===== src/rtl/dbf_fine_delay_interp_pkg.sv =====
`default_nettype none
// ============================================================================
// Module   : dbf_fine_delay_interp_pkg
// Purpose  : Shared widths, zone length and FSM state encoding for the
//            per-channel fine-delay interpolator.
// Revision : 1.0 - initial release
// ============================================================================
package dbf_fine_delay_interp_pkg;

    localparam int INPUT_WD  = 14;                  // signed sample width
    localparam int FRAC_WD   = 4;                   // fraction width F
    localparam int ADDR_WD   = 8;                   // LUT address width
    localparam int ZONE_LEN  = 32;                  // accepted samples per zone
    localparam int FD_OUT_WD = INPUT_WD + FRAC_WD;  // signed output width

    // Sample-in-zone counter width
    localparam int CNT_WD = $clog2(ZONE_LEN);

    // FSM state encoding
    localparam logic [1:0] c_IDLE  = 2'd0;
    localparam logic [1:0] c_RUN   = 2'd1;
    localparam logic [1:0] c_FLUSH = 2'd2;

    // FLUSH occupies three cycles, counted 0..2
    localparam logic [1:0] c_FLUSH_LAST = 2'd2;

endpackage
`default_nettype wire


===== src/rtl/dbf_fine_delay_interp_fd_frac_lut.sv =====
`default_nettype none
// ============================================================================
// Module   : fd_frac_lut
// Purpose  : Per-focal-zone fraction table. Register array with one
//            synchronous write port and one asynchronous read port. A write
//            and a read of the same address in one cycle return the old
//            value, because the array only updates on the clock edge.
//            Contents are deliberately not reset.
// Ports    : clk        - system clock
//            i_wr_en    - write strobe
//            i_wr_addr  - write address
//            i_wr_data  - fraction to store
//            i_rd_addr  - read address (current focal zone)
//            o_rd_data  - fraction at i_rd_addr
// Revision : 1.0 - initial release
// ============================================================================
module fd_frac_lut
    import dbf_fine_delay_interp_pkg::*;
(
    input  logic               clk,
    input  logic               i_wr_en,
    input  logic [ADDR_WD-1:0] i_wr_addr,
    input  logic [FRAC_WD-1:0] i_wr_data,
    input  logic [ADDR_WD-1:0] i_rd_addr,
    output logic [FRAC_WD-1:0] o_rd_data
);

    localparam int c_DEPTH = 1 << ADDR_WD;

    logic [FRAC_WD-1:0] r_mem [0:c_DEPTH-1];

    always_ff @(posedge clk) begin
        if (i_wr_en) begin
            r_mem[i_wr_addr] <= i_wr_data;
        end
    end

    assign o_rd_data = r_mem[i_rd_addr];

endmodule
`default_nettype wire


===== src/rtl/dbf_fine_delay_interp.sv =====
`default_nettype none
// ============================================================================
// Module   : dbf_fine_delay_interp
// Purpose  : DBF fine-delay stage. Applies a fractional-sample delay to the
//            coarse-delayed stream by 2-tap linear interpolation
//                y = x[n]*(2^F - f) + x[n-1]*f
//            with f taken from a per-focal-zone LUT that advances every
//            ZONE_LEN accepted samples. Three-stage pipeline, 1 sample/clk.
// Config   : FD_ZONE_HOLD_EN - when defined, the zone address saturates at
//            the last LUT entry instead of wrapping to 0.
// Ports    : clk, rst        - clock, synchronous active-high reset
//            tx_en           - transmit window, inputs ignored while high
//            start           - level, receive line active
//            fine_din(_valid)- coarse-delayed sample and qualifier
//            lut_addr/lut_wr_en/lut_wdata - fraction LUT write port
//            fine_dout(_valid) - interpolated sample and qualifier
//            busy            - high whenever the FSM is not idle
// Revision : 1.0 - initial release
// ============================================================================
module dbf_fine_delay_interp
    import dbf_fine_delay_interp_pkg::*;
(
    input  logic                 clk,
    input  logic                 rst,
    input  logic                 tx_en,
    input  logic                 start,
    input  logic [INPUT_WD-1:0]  fine_din,
    input  logic                 fine_din_valid,
    input  logic [ADDR_WD-1:0]   lut_addr,
    input  logic                 lut_wr_en,
    input  logic [FRAC_WD-1:0]   lut_wdata,
    output logic [FD_OUT_WD-1:0] fine_dout,
    output logic                 fine_dout_valid,
    output logic                 busy
);

    // Unity weight 2^F, one bit wider than the fraction
    localparam logic [FRAC_WD:0] c_ONE = (FRAC_WD+1)'(1 << FRAC_WD);
    localparam logic [CNT_WD-1:0]  c_CNT_LAST  = CNT_WD'(ZONE_LEN - 1);
    localparam logic [ADDR_WD-1:0] c_ZONE_LAST = {ADDR_WD{1'b1}};

    // ------------------------------------------------------------------
    // FSM
    // ------------------------------------------------------------------
    logic [1:0] r_state;
    logic [1:0] w_state_nxt;
    logic [1:0] r_flush_cnt;

    always_comb begin
        w_state_nxt = r_state;
        case (r_state)
            c_IDLE:  if (start)                       w_state_nxt = c_RUN;
            c_RUN:   if (!start)                      w_state_nxt = c_FLUSH;
            c_FLUSH: if (r_flush_cnt == c_FLUSH_LAST) w_state_nxt = c_IDLE;
            default:                                  w_state_nxt = c_IDLE;
        endcase
    end

    always_ff @(posedge clk) begin
        if (rst) begin
            r_state <= c_IDLE;
        end else begin
            r_state <= w_state_nxt;
        end
    end

    // Counts the FLUSH cycles; held at 0 outside FLUSH so it starts fresh.
    always_ff @(posedge clk) begin
        if (rst || (r_state != c_FLUSH)) begin
            r_flush_cnt <= 2'd0;
        end else begin
            r_flush_cnt <= r_flush_cnt + 2'd1;
        end
    end

    assign busy = (r_state != c_IDLE);

    logic w_run_entry;
    logic w_accept;

    assign w_run_entry = (r_state == c_IDLE) && start;
    assign w_accept    = (r_state == c_RUN) && fine_din_valid && !tx_en;

    // ------------------------------------------------------------------
    // Fraction LUT and zone stepping
    // ------------------------------------------------------------------
    logic [ADDR_WD-1:0] r_zone_addr;
    logic [ADDR_WD-1:0] w_zone_nxt;
    logic [CNT_WD-1:0]  r_samp_cnt;
    logic [FRAC_WD-1:0] w_lut_frac;

    fd_frac_lut u_lut (
        .clk       (clk),
        .i_wr_en   (lut_wr_en),
        .i_wr_addr (lut_addr),
        .i_wr_data (lut_wdata),
        .i_rd_addr (r_zone_addr),
        .o_rd_data (w_lut_frac)
    );

`ifdef FD_ZONE_HOLD_EN
    // Last zone's fraction holds for the remainder of the line.
    assign w_zone_nxt = (r_zone_addr == c_ZONE_LAST) ? r_zone_addr
                                                     : r_zone_addr + 1'b1;
`else
    // Natural wrap of the address counter back to zone 0.
    logic w_zone_last_unused;
    assign w_zone_last_unused = (r_zone_addr == c_ZONE_LAST);
    assign w_zone_nxt = r_zone_addr + 1'b1;
`endif

    // History sample x[n-1]; cleared at run start so the first sample of
    // a line interpolates against zero.
    logic signed [INPUT_WD-1:0] r_x1;

    always_ff @(posedge clk) begin
        if (rst || w_run_entry) begin
            r_zone_addr <= '0;
            r_samp_cnt  <= '0;
            r_x1        <= '0;
        end else if (w_accept) begin
            r_x1 <= fine_din;
            if (r_samp_cnt == c_CNT_LAST) begin
                r_samp_cnt  <= '0;
                r_zone_addr <= w_zone_nxt;
            end else begin
                r_samp_cnt <= r_samp_cnt + 1'b1;
            end
        end
    end

    // ------------------------------------------------------------------
    // Stage 0: capture current sample, history and fraction
    // ------------------------------------------------------------------
    logic [INPUT_WD-1:0] r_x0;
    logic [INPUT_WD-1:0] r_x1q;
    logic [FRAC_WD-1:0]  r_fq;
    logic                r_v0;

    always_ff @(posedge clk) begin
        if (rst) begin
            r_x0  <= '0;
            r_x1q <= '0;
            r_fq  <= '0;
            r_v0  <= 1'b0;
        end else begin
            r_v0 <= w_accept;
            if (w_accept) begin
                r_x0  <= fine_din;
                r_x1q <= r_x1;
                r_fq  <= w_lut_frac;
            end
        end
    end

    // ------------------------------------------------------------------
    // Stage 1: weighted products
    // Each product is bounded by |x|*2^F, so FD_OUT_WD bits hold it
    // exactly. Operands are sign/zero-extended to that width and the
    // low FD_OUT_WD bits of the product are the two's-complement result.
    // ------------------------------------------------------------------
    logic [FRAC_WD:0]   w_wt0;
    logic [FD_OUT_WD-1:0] w_x0_ext;
    logic [FD_OUT_WD-1:0] w_x1_ext;
    logic [FD_OUT_WD-1:0] w_wt0_ext;
    logic [FD_OUT_WD-1:0] w_wt1_ext;
    logic [FD_OUT_WD-1:0] r_p0;
    logic [FD_OUT_WD-1:0] r_p1;
    logic                 r_v1;

    assign w_wt0     = c_ONE - {1'b0, r_fq};
    assign w_x0_ext  = {{(FD_OUT_WD-INPUT_WD){r_x0[INPUT_WD-1]}}, r_x0};
    assign w_x1_ext  = {{(FD_OUT_WD-INPUT_WD){r_x1q[INPUT_WD-1]}}, r_x1q};
    assign w_wt0_ext = {{(FD_OUT_WD-FRAC_WD-1){1'b0}}, w_wt0};
    assign w_wt1_ext = {{(FD_OUT_WD-FRAC_WD){1'b0}}, r_fq};

    always_ff @(posedge clk) begin
        if (rst) begin
            r_p0 <= '0;
            r_p1 <= '0;
            r_v1 <= 1'b0;
        end else begin
            r_p0 <= w_x0_ext * w_wt0_ext;
            r_p1 <= w_x1_ext * w_wt1_ext;
            r_v1 <= r_v0;
        end
    end

    // ------------------------------------------------------------------
    // Stage 2: sum. A convex combination cannot exceed |x|*2^F, so the
    // FD_OUT_WD-bit sum never overflows. Output is zeroed on bubbles.
    // ------------------------------------------------------------------
    logic [FD_OUT_WD-1:0] w_sum;
    logic [FD_OUT_WD-1:0] r_dout;
    logic                 r_dout_valid;

    assign w_sum = r_p0 + r_p1;

    always_ff @(posedge clk) begin
        if (rst) begin
            r_dout       <= '0;
            r_dout_valid <= 1'b0;
        end else begin
            r_dout       <= r_v1 ? w_sum : '0;
            r_dout_valid <= r_v1;
        end
    end

    assign fine_dout       = r_dout;
    assign fine_dout_valid = r_dout_valid;

endmodule
`default_nettype wire

===== config.mk =====
export PLATFORM = sky130hd
export DESIGN_NAME = dbf_fine_delay_interp
export DESIGN_NICKNAME = d
export VERILOG_FILES = /design/src/rtl/dbf_fine_delay_interp_pkg.sv /design/src/rtl/dbf_fine_delay_interp_fd_frac_lut.sv /design/src/rtl/dbf_fine_delay_interp.sv
export SDC_FILE = /design/constraint.sdc
export NUM_CORES = 2
export LEC_CHECK = 0
export ABC_CLOCK_PERIOD_IN_PS = 6100
export CORE_MARGIN = 4
export CORE_UTILIZATION = 25
export CTS_BUF_LIST = sky130_fd_sc_hd__clkbuf_4
export DETAILED_ROUTE_END_ITERATION = 16
export PLACE_DENSITY = 0.44
export SLEW_MARGIN = 20
export SYNTH_ARGS = -nofsm -noshare
export SYNTH_HDL_FRONTEND = slang
export SYNTH_HIERARCHICAL = 1
export SYNTH_SLANG_ARGS = --single-unit

===== constraint.sdc =====
create_clock -name clk -period 6.1 [get_ports clk]
set_input_delay 1.22 -clock clk [delete_from_list [all_inputs] [get_ports clk]]
set_output_delay 1.22 -clock clk [all_outputs]
set_load 0.005 [all_outputs]

==> out/qor.txt <==
Ys async rst share = 0
Minimum clock period after layout = 5320 ps
Post-CTS setup buffer count = 0
Sequential fraction of the synthesis area = 0.670
Nets@finish = 3550
Clk slew on worst S/H paths = 70 ps
GP Congestion = 0.777
Peak VDD IR = 155 uV
Combinational fraction of design power = 0.018
Global Route Usage Sum = 0.128
Die width = 453 um
Least-Margin Pin Slew = 1030 ps
Fin cells = 6189
Worst R2R Path Depth = 16
CTS resizes = 0
Clock network power share = 0.427
Worst skew pair latency = 1280 ps
Critical path peak fanout = 17
Min-delay worst type = reg2reg
Internal = 12.0 mW
Critical Path End Type = flop
Status = finished, final reports clean
Commonest non-fill, non-tap cell in the layout = edfxtp_1
Critical-path cell with the highest stage delay = xnor2_1
Dpl ws = 775 ps
Crit Path Class = reg2reg
Most frequent cells in the layout = edfxtp_1 (1024), clkbuf_4 (434), nor2_1 (339)
Period Utilization, post-route = 0.872
Critical-path cell list = inv_1 -> ha_1 -> xnor2_1 -> and2_1 -> fa_1 -> inv_1 -> fa_1 -> fa_1 -> inv_1 -> ha_1 -> nor2b_1 -> o31a_1 -> o211ai_1 -> a21boi_0 -> or3_1 -> nand3_1
Post-Syn Nets = 3273
# setup viols final = 0
Dpl cell area = 53100 um^2
DR DRC count = 0
TritonCTS Buffers = 318
# hold bufs at CTS = 0
Critical path arrival = 6450 ps
Vias in the first global route = 29100
Clk buf depth = 4
Vias per cell = 4.44
Sink Count = 1144
CTS H-tree depth = 5
Fin area = 56800 um^2
Mean Syn Cell Area = 16.0 um^2
Setup TNS = 0 ps
CTS root buffer = clkbuf_4
Final hold vios = 0
Share of the synthesized area in the top cell type = 0.622
Flops & latches, synth = 1144
Clk_skew = 82.8 ps
First-pass iteration count of the detailed router = 5
Critical Path RT = 7220 ps
CTS tree = built
Hold slack = 409 ps
Starting density of the core = 0.253
Total number of vias = 27500
Port Buf Inserts = 51
First-pass GRT wire length = 196000 um
Switching part of the total = 0.220
Setup repair after global routing missed its margin = false
Initial antenna violation count = 7
Largest net degree at the start of global routing = 156
Post-DP HPWL = 83600 um
Routed length per instance = 21.4 um
Dpl cells = 5665
Synth warnings = 6
Die ar. = 205000 um^2
Total Power = 15.4 mW
Slew headroom = 0.295
Mapped Area = 49400 um^2
Synth cell types = 68
Top cells by area, synth = edfxtp_1 (62%), mux4_2 (11%), dfxtp_1 (4.9%)
Mapped Cells = 3085
Share of post-route cells with drive strength above 1 = 0.226
Max-cap violations = 0
Pwr dens = 271 nW/um^2
Area leader, netlist = edfxtp_1
Grt total ovfl = 0
Crit path setup slack, layout = 778 ps
CORE AREA = 196000 um^2
Area Overhead vs Synth = 14.9%
Post-route ant nets = 0
Achievable Freq = 0.188 GHz
Leak pwr = 18.2 nW
Main synth FF type = edfxtp_1
Drt total wl = 132000 um
Worst path max stage delay = 750 ps
DRC marker count from the first detailed-route iteration = 1926
EDFF count, synth = 1024
Switching power = 3.39 mW
Sequential power share = 0.554
Layout Utilization = 0.290
Hold depth = 1
Max-slew violation count = 0
Std-Cell Rows = 162
Crit start category = flop
IO Pins = 52
Die Span Y = 453 um
registers in the layout, summed over array words and instances (netlist names):
signal           flops
fine_dout           18
fine_dout_valid      1
r_flush_cnt          2
r_fq                 4
r_p0                18
r_p1                18
r_samp_cnt           5
r_state              2
r_v0                 1
r_v1                 1
r_x0                14
r_x1                14
r_x1q               14
r_zone_addr          8
u_lut/r_mem       1024
worst max-delay path: cells and delay by family, from the launching register on:
kind | cells | cell delay [ps]
DFF | 1 | 660
xor gates and xnor gates | 1 | 750
and+or+nand+nor | 4 | 900
buffers and inverters | 3 | 240
AOI/OAI and AO/OA | 3 | 750
adders and majority gates | 5 | 1940
worst paths after layout:
check / slack [ps] / from / to
hold reg to reg: 410 / r_flush_cnt[0] / r_flush_cnt[0]
setup / recovery: 780 / r_fq[1] / r_p0[15]
hold / removal: 410 / r_flush_cnt[0] / r_flush_cnt[0]
setup reg to reg: 780 / r_fq[1] / r_p0[15]
final cells by class:
type,count,area (um^2)
well taps,2624,3280
fillers,19800,139000
clock inverters,79,415
inverters,137,514
diodes,10,25.0
multi-input cells,1641,15000
clock buffers,434,3260
flip-flops and latches,1144,33200
repair buffers,120,1180
power groups by stage:
stage | Clock, mW | Combinational, mW | Sequential, mW
after global placement | 0 | 0.286 | 8.72
final | 6.59 | 0.284 | 8.55
after floorplan | 0 | 0.0898 | 8.72
after CTS | 6.89 | 0.290 | 8.55
after detailed placement | 0 | 0.289 | 8.72
after global routing | 7.33 | 0.314 | 8.55
Yosys cell counts, drive strengths merged, types with 2 or more instances:
| cell type | count |
|---|---|
| a221oi | 8 |
| mux2 | 6 |
| dfxtp | 120 |
| xnor2 | 27 |
| mux2i | 65 |
| a22oi | 32 |
| o31ai | 2 |
| o211ai | 18 |
| ha | 87 |
| edfxtp | 1024 |
| nor2 | 339 |
| o21ai | 41 |
| nor3 | 22 |
| buf | 69 |
| or3 | 7 |
| nand3b | 3 |
| a2111oi | 7 |
| a21oi | 93 |
| nand2b | 19 |
| o21bai | 9 |
| or2 | 7 |
| nand2 | 176 |
| nor4 | 7 |
| xor2 | 21 |
| nand4 | 16 |
| a211oi | 16 |
| nor2b | 38 |
| o22ai | 11 |
| o21a | 7 |
| a21o | 10 |
| o221ai | 9 |
| a21boi | 3 |
| a221o | 2 |
| fa | 69 |
| clkbuf | 94 |
| and4 | 3 |
| and3 | 2 |
| or4 | 4 |
| mux4 | 250 |
| and2 | 109 |
| inv | 137 |
| nor3b | 9 |
| a31oi | 13 |
| nand3 | 57 |
per-layer routing:
metal  GRT usage  part of all wire
met1       0.167              0.44
met4      0.0417             0.023
met3      0.0314             0.052
met2       0.210              0.48
met5     0.00443           0.00095
kinds of logic (layout without fill, tap and decap cells):
family / after synthesis / count (layout) / share of synthesized area
DFF: 1144 / 1144 / 0.670
and+or+nand+nor: 824 / 824 / 0.0774
muxes: 321 / 321 / 0.128
buffers and inverters: 300 / 770 / 0.0271
AOI/OAI and AO/OA: 292 / 292 / 0.0382
adders and majority gates: 156 / 156 / 0.0500
xor gates and xnor gates: 48 / 48 / 0.00850
other: 0 / 10 / 0
No activity file was read; power rests on OpenSTA's default activity.
